--- config.mk ---
export PLATFORM = sky130hd
export DESIGN_NAME = ddr3_emif_arbiter
export DESIGN_NICKNAME = d
export VERILOG_FILES = /design/src/rtl/ddr3_emif_arbiter.sv
export SDC_FILE = /design/constraint.sdc
export NUM_CORES = 1
export LEC_CHECK = 0
export CAP_MARGIN = 20
export CORE_AREA = 3 3 563 565
export DETAILED_ROUTE_END_ITERATION = 10
export DIE_AREA = 0 0 566 568
export GPL_TIMING_DRIVEN = 0
export REMOVE_ABC_BUFFERS = 1
export SYNTH_ARGS = -nofsm -noshare
export SYNTH_HDL_FRONTEND = slang
export SYNTH_SLANG_ARGS = --single-unit
export TNS_END_PERCENT = 20
--- constraint.sdc ---
create_clock -name ddr3_emif_clk -period 6.2 [get_ports ddr3_emif_clk]
set_input_delay 1.24 -clock ddr3_emif_clk [delete_from_list [all_inputs] [get_ports ddr3_emif_clk]]
set_output_delay 1.24 -clock ddr3_emif_clk [all_outputs]
set_load 0.005 [all_outputs]
--- src/rtl/ddr3_emif_arbiter.sv ---
`default_nettype none
// ============================================================================
//  Module   : ddr3_emif_arbiter
//  Purpose  : Two-port burst arbiter onto the DDR3 EMIF Avalon-MM port, with
//             an outstanding-read tag FIFO steering read beats to their owner.
//  Revision : 1.0  initial release
// ============================================================================
module ddr3_emif_arbiter #(
  parameter int MAX_OUTSTANDING = 8,
  parameter int STARVE_LIMIT    = 4
) (
  input  logic         ddr3_emif_clk,
  input  logic         ddr3_emif_rst,
  input  logic         m0_read,
  input  logic [21:0]  m0_addr,
  input  logic [4:0]   m0_burst_count,
  output logic         m0_ready,
  output logic [255:0] m0_rddata,
  output logic         m0_rddata_valid,
  input  logic         m1_read,
  input  logic         m1_write,
  input  logic [21:0]  m1_addr,
  input  logic [4:0]   m1_burst_count,
  input  logic [255:0] m1_write_data,
  input  logic [31:0]  m1_byte_enable,
  output logic         m1_ready,
  output logic [255:0] m1_rddata,
  output logic         m1_rddata_valid,
  input  logic         ddr3_emif_ready,
  input  logic [255:0] ddr3_emif_read_data,
  input  logic         ddr3_emif_rddata_valid,
  output logic         ddr3_emif_read,
  output logic         ddr3_emif_write,
  output logic [21:0]  ddr3_emif_addr,
  output logic [4:0]   ddr3_emif_burst_count,
  output logic [255:0] ddr3_emif_write_data,
  output logic [31:0]  ddr3_emif_byte_enable,
  output logic         err_orphan
);

  localparam int c_AW = $clog2(MAX_OUTSTANDING);
  localparam int c_SW = $clog2(STARVE_LIMIT + 1);

  typedef enum logic [1:0] {
    IDLE  = 2'd0,
    G0_RD = 2'd1,
    G1_RD = 2'd2,
    G1_WR = 2'd3
  } state_t;

  state_t          r_state;
  logic            r_emif_read;
  logic            r_emif_write;
  logic [21:0]     r_addr;
  logic [4:0]      r_bc;
  logic [4:0]      r_wr_left;
  logic [c_SW-1:0] r_starve;
  logic [5:0]      r_tag_mem [MAX_OUTSTANDING];
  logic [c_AW:0]   r_wptr;
  logic [c_AW:0]   r_rptr;
  logic [4:0]      r_rd_beat;
  logic            r_err_orphan;

  logic [4:0]      w_m0_bc;
  logic [4:0]      w_m1_bc;
  logic [c_AW:0]   w_count;
  logic            w_full;
  logic            w_empty;
  logic            w_p0_elig;
  logic            w_p1_elig;
  logic            w_p1_req;
  logic            w_starved;
  logic            w_pick_p1;
  logic            w_push;
  logic [5:0]      w_head;
  logic            w_beat_ok;
  logic            w_pop;

  // A zero burst count would never terminate a burst, so it is treated as one beat.
  assign w_m0_bc   = (m0_burst_count == 5'd0) ? 5'd1 : m0_burst_count;
  assign w_m1_bc   = (m1_burst_count == 5'd0) ? 5'd1 : m1_burst_count;

  assign w_count   = r_wptr - r_rptr;
  assign w_full    = (w_count == (c_AW + 1)'(MAX_OUTSTANDING));
  assign w_empty   = (r_wptr == r_rptr);

  assign w_p0_elig = m0_read && !w_full;
  assign w_p1_elig = m1_write || (m1_read && !w_full);
  assign w_p1_req  = m1_read || m1_write;
  assign w_starved = (r_starve >= c_SW'(STARVE_LIMIT));
  assign w_pick_p1 = w_p1_elig && (!w_p0_elig || w_starved);

  assign w_push    = ((r_state == G0_RD) || (r_state == G1_RD)) && ddr3_emif_ready;
  assign w_head    = r_tag_mem[r_rptr[c_AW-1:0]];
  assign w_beat_ok = ddr3_emif_rddata_valid && !w_empty;
  assign w_pop     = w_beat_ok && (r_rd_beat == (w_head[4:0] - 5'd1));

  assign ddr3_emif_read        = r_emif_read;
  assign ddr3_emif_write       = r_emif_write;
  assign ddr3_emif_addr        = r_addr;
  assign ddr3_emif_burst_count = r_bc;
  assign ddr3_emif_write_data  = r_emif_write ? m1_write_data  : 256'd0;
  assign ddr3_emif_byte_enable = r_emif_write ? m1_byte_enable : 32'd0;

  assign m0_ready        = (r_state == G0_RD) && ddr3_emif_ready;
  assign m1_ready        = ((r_state == G1_RD) || (r_state == G1_WR)) && ddr3_emif_ready;
  assign m0_rddata       = ddr3_emif_read_data;
  assign m1_rddata       = ddr3_emif_read_data;
  assign m0_rddata_valid = w_beat_ok && !w_head[5];
  assign m1_rddata_valid = w_beat_ok &&  w_head[5];
  assign err_orphan      = r_err_orphan;

  always_ff @(posedge ddr3_emif_clk) begin
    if (ddr3_emif_rst) begin
      r_state      <= IDLE;
      r_emif_read  <= 1'b0;
      r_emif_write <= 1'b0;
      r_addr       <= '0;
      r_bc         <= '0;
      r_wr_left    <= '0;
      r_starve     <= '0;
    end else begin
      case (r_state)
        IDLE: begin
          if (w_pick_p1) begin
            r_state      <= m1_write ? G1_WR : G1_RD;
            r_emif_read  <= !m1_write;
            r_emif_write <= m1_write;
            r_addr       <= m1_addr;
            r_bc         <= w_m1_bc;
            r_wr_left    <= w_m1_bc;
            r_starve     <= '0;
          end else if (w_p0_elig) begin
            r_state     <= G0_RD;
            r_emif_read <= 1'b1;
            r_addr      <= m0_addr;
            r_bc        <= w_m0_bc;
            // Saturate so a blocked port-1 read cannot wrap the counter.
            if (!w_p1_req)
              r_starve <= '0;
            else if (!w_starved)
              r_starve <= r_starve + c_SW'(1);
          end else if (!w_p1_req) begin
            r_starve <= '0;
          end
        end
        G0_RD, G1_RD: begin
          if (ddr3_emif_ready) begin
            r_state     <= IDLE;
            r_emif_read <= 1'b0;
            r_addr      <= '0;
            r_bc        <= '0;
          end
        end
        G1_WR: begin
          if (ddr3_emif_ready) begin
            r_wr_left <= r_wr_left - 5'd1;
            if (r_wr_left == 5'd1) begin
              r_state      <= IDLE;
              r_emif_write <= 1'b0;
              r_addr       <= '0;
              r_bc         <= '0;
            end
          end
        end
        default: r_state <= IDLE;
      endcase
    end
  end

  always_ff @(posedge ddr3_emif_clk) begin
    if (w_push)
      r_tag_mem[r_wptr[c_AW-1:0]] <= {(r_state == G1_RD), r_bc};
  end

  always_ff @(posedge ddr3_emif_clk) begin
    if (ddr3_emif_rst) begin
      r_wptr       <= '0;
      r_rptr       <= '0;
      r_rd_beat    <= '0;
      r_err_orphan <= 1'b0;
    end else begin
      if (w_push)
        r_wptr <= r_wptr + (c_AW + 1)'(1);
      if (w_pop) begin
        r_rptr    <= r_rptr + (c_AW + 1)'(1);
        r_rd_beat <= '0;
      end else if (w_beat_ok) begin
        r_rd_beat <= r_rd_beat + 5'd1;
      end
      if (ddr3_emif_rddata_valid && w_empty)
        r_err_orphan <= 1'b1;
    end
  end

endmodule
`default_nettype wire

==> results.tsv, run 1 <==
metric	value	unit
cts_hold_buffers	0	
place_congestion	0.8995	
cts-htree-levels	3	
grt_pass1_wl	397500	µm
area_delta_synth_final	77.71	%
clockBufferDepth	2	
ys_types	54	
initial_core_util	3.532	%
final_area	0.01958	mm²
cts-root-buf	clkbuf_16	
cts.sink_count	104	
rows	205	
clk_latency	0.35	ns
vdd_ir_drop_max	170.3	µV
min-delay-start	r_starve[2]	
p_per_area	169.4	mW/mm²
tritoncts	done	
cts_setup_buffers	0	
fp.dieW	566	µm
synthCells	1323	
nets	2050	
syn_avg_cell_area	8.326	µm²
dpl_cell_area	0.01897	mm²
synth_common_cells	buf_4, and2_1, clkbuf_1, nand3_1, dfxtp_1	
syn_area	0.01102	mm²
routedWlPerCell	65.65	µm
yosysTopAreaCellShare	34.89	%
max-slew-margin-rel	27.32	%
cts_resized	0	
antenna_found_initial	246	
finalSetupViolCount	0	
die-area	0.3215	mm²
port_buffers	670	
grt_max_degree	88	
synthFlopType	dfxtp_1	
leakage	5.355	nW
core	0.3119	mm²
cts_buffers	9	
worstHoldPathType	reg -> reg	
grt_use_total	22.37	%
status	complete, no violations	
maxCapViolations	0	
min_period	3.967	ns
clk_pin_slew	0.07	ns
arrival	2.73	ns
critPathMaxFanout	2	
crit_path_end_kind	output port	
wl	372800	µm
synth.most_common_cell	buf_4	
worstPathRequired	4.96	ns
worstSetupPathType	in -> out	
ys_ff_latch	104	
dp_hpwl	343900	µm
synth_area_leaders	buf_4, and2_1, edfxtp_1, dfxtp_1, nand3_1	
synth_top_area_cell	buf_4	
yosysWarningCount	0	
overflow	0	
placed_cells	5556	
io_pins	1439	
finalCritPeriodShare	63.99	%
rsz0062_at_grt	no	
worstSetupStartpoint	m1_write_data[6]	
timing.final.max_slew_violations	0	
synth-edff-count	48	
ant_nets	0	
synth-async-reset-ratio	0	%
dr_total_vias	12663	
stdcell_count	5678	
worst_slew_pin_slew	1.082	ns
drtPass1Iterations	5	
hold_violations	0	
drt-initial-drc-count	1296	
yosysSeqAreaShare	23.26	%
max_freq	252.1	MHz
die_h	568	µm
layout-drive-gt1-share	2.859	%
viasPerCell	2.230	
grt_pass1_vias	9921	
fin_skew	0.006667	ns
cp-start-kind	primary input	
hold_ws	0.4550	ns
drc_errors	0	
worst max-delay path: stages:
cell and delay [ns]:
clkdlybuf4s50_1 0.46, and2_1 0.12, clkdlybuf4s50_1 0.89
layer usage:
metal  GRT usage [%]  vias to the layer above  part of all wire, %
met3           31.54                      463                   28
met5           18.53                        -                  2.4
li1                -                     4201                    -
met4           10.38                      158                  6.0
met1           12.58                     5402                   22
met2           33.63                     2439                   42
state kept, by name (all words and copies together), names as in the netlist, named ones only:
signal                 cells
r_starve                   3
r_state                    2
err_orphan                 1
r_wr_left                  5
ddr3_emif_addr            22
r_rptr                     4
r_tag_mem                 48
r_wptr                     4
ddr3_emif_write            1
r_rd_beat                  5
ddr3_emif_burst_count      5
ddr3_emif_read             1
worst paths after layout:
check                           slack (ns)  cells past startpoint                      end
worst max-delay path                  2.23                      3  ddr3_emif_write_data[6]
worst min-delay path                  0.46                      2              r_starve[2]
worst max register to register        2.47                      7                r_rptr[3]
worst min register to register        0.46                      2              r_starve[2]
logic make-up after synthesis:
| kind of cell | share of synthesized area, % |
|---|---|
| AO/OA/AOI/OAI | 7.758 |
| XOR/XNOR | 1.249 |
| AND/OR/NAND/NOR | 23.52 |
| multiplexers | 4.100 |
| adder cells (fa/ha/maj) | 1.817 |
| buffers and inverters | 38.29 |
| flip-flops | 23.26 |
per-stage QoR:
step | power, mW | utilization [%] | setup WS, ns | TNS, ns
finish | 3.315 | 6.276 | 2.233 | 0
global route | 3.458 | 6.231 | 2.127 | 0
CTS | 3.385 | 6.182 | 2.191 | 0
detailed placement | 2.773 | 6.082 | 2.072 | 0
global placement | 2.752 | 6.009 | -3.752 | -1064.74
floorplan | 1.440 | - | 1.253 | 0
where the power goes:
group	internal (mW)	total, mW	switching, mW
Sequential	0.820	0.910	0.0901
Combinational	0.830	1.79	0.961
Clock	0.325	0.615	0.290
cell usage in the layout, fill, tap and decap left out, types with 3 or more instances in the layout:
cell | synthesis | layout
clkdlybuf4s50_1 | 0 | 670
nor2_1 | 50 | 50
edfxtp_1 | 48 | 48
nand4_1 | 3 | 3
mux4_1 | 7 | 7
clkbuf_16 | 0 | 9
o31ai_1 | 4 | 4
ha_1 | 16 | 16
nor4_1 | 3 | 3
diode_2 | 0 | 104
a21oi_1 | 15 | 13
inv_1 | 15 | 15
nor2b_1 | 9 | 8
a211oi_1 | 26 | 26
buf_16 | 0 | 6
dfxtp_1 | 56 | 55
nand3_1 | 61 | 61
o311ai_0 | 3 | 3
o211ai_1 | 4 | 4
mux4_2 | 5 | 5
xor2_1 | 7 | 7
a221o_1 | 26 | 26
o21ai_0 | 8 | 8
mux2i_1 | 8 | 8
nand2_1 | 20 | 20
nor3_1 | 10 | 10
and2_1 | 290 | 290
inv_6 | 0 | 3
xnor2_1 | 6 | 6
final cells by class:
| type | count | area [µm²] |
|---|---|---|
| Antenna cell | 104 | 260.3 |
| Clock buffer | 9 | 225.2 |
| Clock inverter | 7 | 87.58 |
| Fill cell | 36769 | 292300 |
| Inverter | 15 | 56.30 |
| Multi-Input combinational cell | 619 | 4267 |
| Sequential cell | 104 | 2566 |
| Tap cell | 4140 | 5180 |
| Timing Repair Buffer | 680 | 6934 |
(Power assumes the default switching activity.)
==> run 2, diff against run 1 <==
CORE_AREA = 3 3 556 558   (was 3 3 563 565)
DIE_AREA = 0 0 559 561   (was 0 0 566 568)
clock period = 3.4 ns   (was 6.2 ns; I/O delays follow)
==> results.tsv, run 2 (same netlist as run 1, synthesis figures left out) <==
metric	value	unit	change
worstHoldPathType	reg -> reg		unchanged
rrSetupSlack	-0.08	ns	was 2.47 ns
min_period	3.477	ns	
vdd_ir_drop_max	265.6	µV	was 170.3 µV
grt_pass1_wl	429800	µm	was 397500 µm
ant_nets	0		unchanged
max-slew-margin-rel	34.55	%	was 27.32%
nets	2069		was 2050
rows	203		was 205
grt_use_total	24.11	%	was 22.37%
place_congestion	0.9940		was 0.8995
largest_reg_flops	48		unchanged
clk_pin_slew	0.12	ns	was 0.07 ns
fin_skew	0.04072	ns	was 0.006667 ns
use_met2	37.82	%	was 33.63%
met3_usage	25.16	%	was 31.54%
worstPathRequired	3.66	ns	was 4.96 ns
dr_total_vias	14239		was 12663
stdcell_count	5597		was 5678
overflow	0		unchanged
final_area	0.01976	mm²	was 0.01958 mm²
worst_slew_pin_slew	0.9782	ns	was 1.082 ns
finalCritPeriodShare	102.3	%	
pwr-share-comb	59.4	%	was 54.0%
worstSetupPathType	reg -> reg		was in -> out
hold_violations	0		unchanged
cts.sink_count	104		unchanged
cts_buffers	9		unchanged
cts-htree-levels	3		unchanged
drtPass1Iterations	5		unchanged
tritoncts	done		unchanged
layout_setup_ws	-0.07659	ns	was 2.233 ns
area_delta_synth_final	79.42	%	was 77.71%
leakage	5.667	nW	was 5.355 nW
dpl_cell_area	0.01908	mm²	was 0.01897 mm²
placed_cells	5524		was 5556
max_freq	287.6	MHz	
status	complete, but fails checks		was complete, no violations
cts-root-buf	clkbuf_16		unchanged
layout.core_utilization	6.479	%	was 6.276%
viasPerCell	2.544		was 2.230
arrival	3.74	ns	was 2.73 ns
crit_path_end_kind	register		was output port
intPower	3.669	mW	was 1.975 mW
power.share.clock	17.1	%	was 18.5%
hold_ws	0.5063	ns	was 0.4550 ns
multi_input_area	0.004444	mm²	was 0.004267 mm²
fillCellCount	35820		was 36769
switchingPower	3.772	mW	was 1.341 mW
io_pins	1439		unchanged
netSwitchingFraction	50.69	%	was 40.44%
grt_pass1_vias	12695		was 9921
fin_tns_setup	-0.4607	ns	was 0 ns
layout_commonest_cell	clkdlybuf4s50_1		unchanged
core	0.3050	mm²	was 0.3119 mm²
grt_most_used_layer	met2		unchanged
port_buffers	670		unchanged
regArea	0.002579	mm²	was 0.002566 mm²
fp.dieW	559	µm	was 566 µm
clockBufferDepth	2		unchanged
drc_errors	0		unchanged
drt-initial-drc-count	1564		was 1296
timing.final.max_slew_violations	0		unchanged
violations	setup timing		
dp_hpwl	361700	µm	was 343900 µm
clk_latency	0.42	ns	was 0.35 ns
critPathMaxFanout	23		was 2
power.total	7.441	mW	was 3.315 mW
cp-start-kind	register		was primary input
die-area	0.3136	mm²	was 0.3215 mm²
wl	392400	µm	was 372800 µm
finalSetupViolCount	14		was 0
antenna_found_initial	218		was 246
grt_max_degree	71		was 88
layout-drive-gt1-share	7.226	%	was 2.859%
seq_power_share	23.5	%	was 27.4%
routedWlPerCell	70.11	µm	was 65.65 µm
place_ws	-1.321	ns	was 2.072 ns
use_met1	19.10	%	was 12.58%
final_cell_mix	clkdlybuf4s50_1, and2_1, nand3_1		unchanged
initial_core_util	3.611	%	was 3.532%
p_per_area	376.5	mW/mm²	was 169.4 mW/mm²
maxCapViolations	0		unchanged
rsz0062_at_grt	yes		was no
die_h	561	µm	was 568 µm
## run 2: cell count changes in the layout (fill, tap and decap cells not counted), moves of 4 or more
| cell | change |
|---|---|
| diode_2 | -60 |
| and2_1 | -6 |
| nand3_2 | +4 |
| clkdlybuf4s50_1 | -40 |
| clkdlybuf4s15_2 | +5 |
| dfxtp_2 | +4 |
| nand3_1 | -4 |
| dlygate4sd2_1 | +33 |
| buf_12 | +7 |
| mux2i_1 | -4 |
| and2_2 | +6 |
| buf_4 | +12 |
| dfxtp_1 | -6 |
## run 2: critical path, stage by stage (launching register included)
cell and delay (ns):
dfxtp_2 0.44, inv_1 0.12, ha_1 0.48, nor2b_1 0.40, nor4_2 0.13, o211ai_1 0.20, buf_4 0.20, nand2_2 0.33
and2_2 0.40, buf_12 0.18, a221o_1 0.38
## run 2: path summary, 6_finish.rpt
check                                         from            endpoint  cells past startpoint
worst max register to register           r_rptr[1]  ddr3_emif_addr[16]                     10
worst min-delay path            ddr3_emif_addr[15]  ddr3_emif_addr[15]                      1
worst max-delay path                     r_rptr[1]  ddr3_emif_addr[16]                     10
worst min register to register  ddr3_emif_addr[15]  ddr3_emif_addr[15]                      1
## run 2: what timing repair did
action | 4_1_cts | 5_1_grt
endpoints found under the setup margin | 170 | 15
resized for setup | 92 | 8
endpoints found under the hold margin | 0 | 0
hold buffers | 0 | 0
buffers inserted | 13 | 0
pin swaps | 5 | 0
## run 2: metal layers
| layer | wire (µm) | share of wire, % |
|---|---|---|
| met4 | 15970 | 4.1 |
| met2 | 173500 | 44 |
| met1 | 108200 | 28 |
| met3 | 87160 | 22 |
| met5 | 7458 | 1.9 |
## run 2: area by class of cell
cell class / instances / share of cell area (%)
multi-input cells: 619 / 22.49
inverters: 15 / 0.2849
clock inverters: 7 / 0.4621
diodes: 44 / 0.5571
repair buffers: 699 / 36.07
flip-flops and latches: 104 / 13.05
clock buffers: 9 / 1.140
well taps: 4100 / 25.96
## run 2: power groups by stage
stage	sequential, mW	clock [mW]	combinational, mW
5_1_grt	1.75	1.33	4.56
6_report	1.75	1.27	4.42
3_5_place_dp	1.80	0	4.46
2_1_floorplan	1.68	0	0.942
3_3_place_gp	1.98	0	4.55
4_1_cts	1.75	1.31	4.60
==> run 3, diff against run 2 <==
CORE_AREA = 3 3 563 565   (was 3 3 556 558)
DIE_AREA = 0 0 566 568   (was 0 0 559 561)
clock period = 4.1 ns   (was 3.4 ns; I/O delays follow)
==> results of run 3 <==
Same layout as run 1 (identical final DEF). Status: complete, no violations.
Among the figures that moved: setup slack after placement 2.072 ns -> 0.1385 ns; clock-pin slew on the worst setup and hold paths 0.07 ns -> 0.08 ns; setup slack after layout 2.233 ns -> 0.3695 ns; end point of the critical path ddr3_emif_write_data[6] -> r_rptr[3]; register-to-register setup slack 2.47 ns -> 0.37 ns; total power 3.315 mW -> 5.014 mW; worst IR drop on VDD 170.3 µV -> 257.5 µV
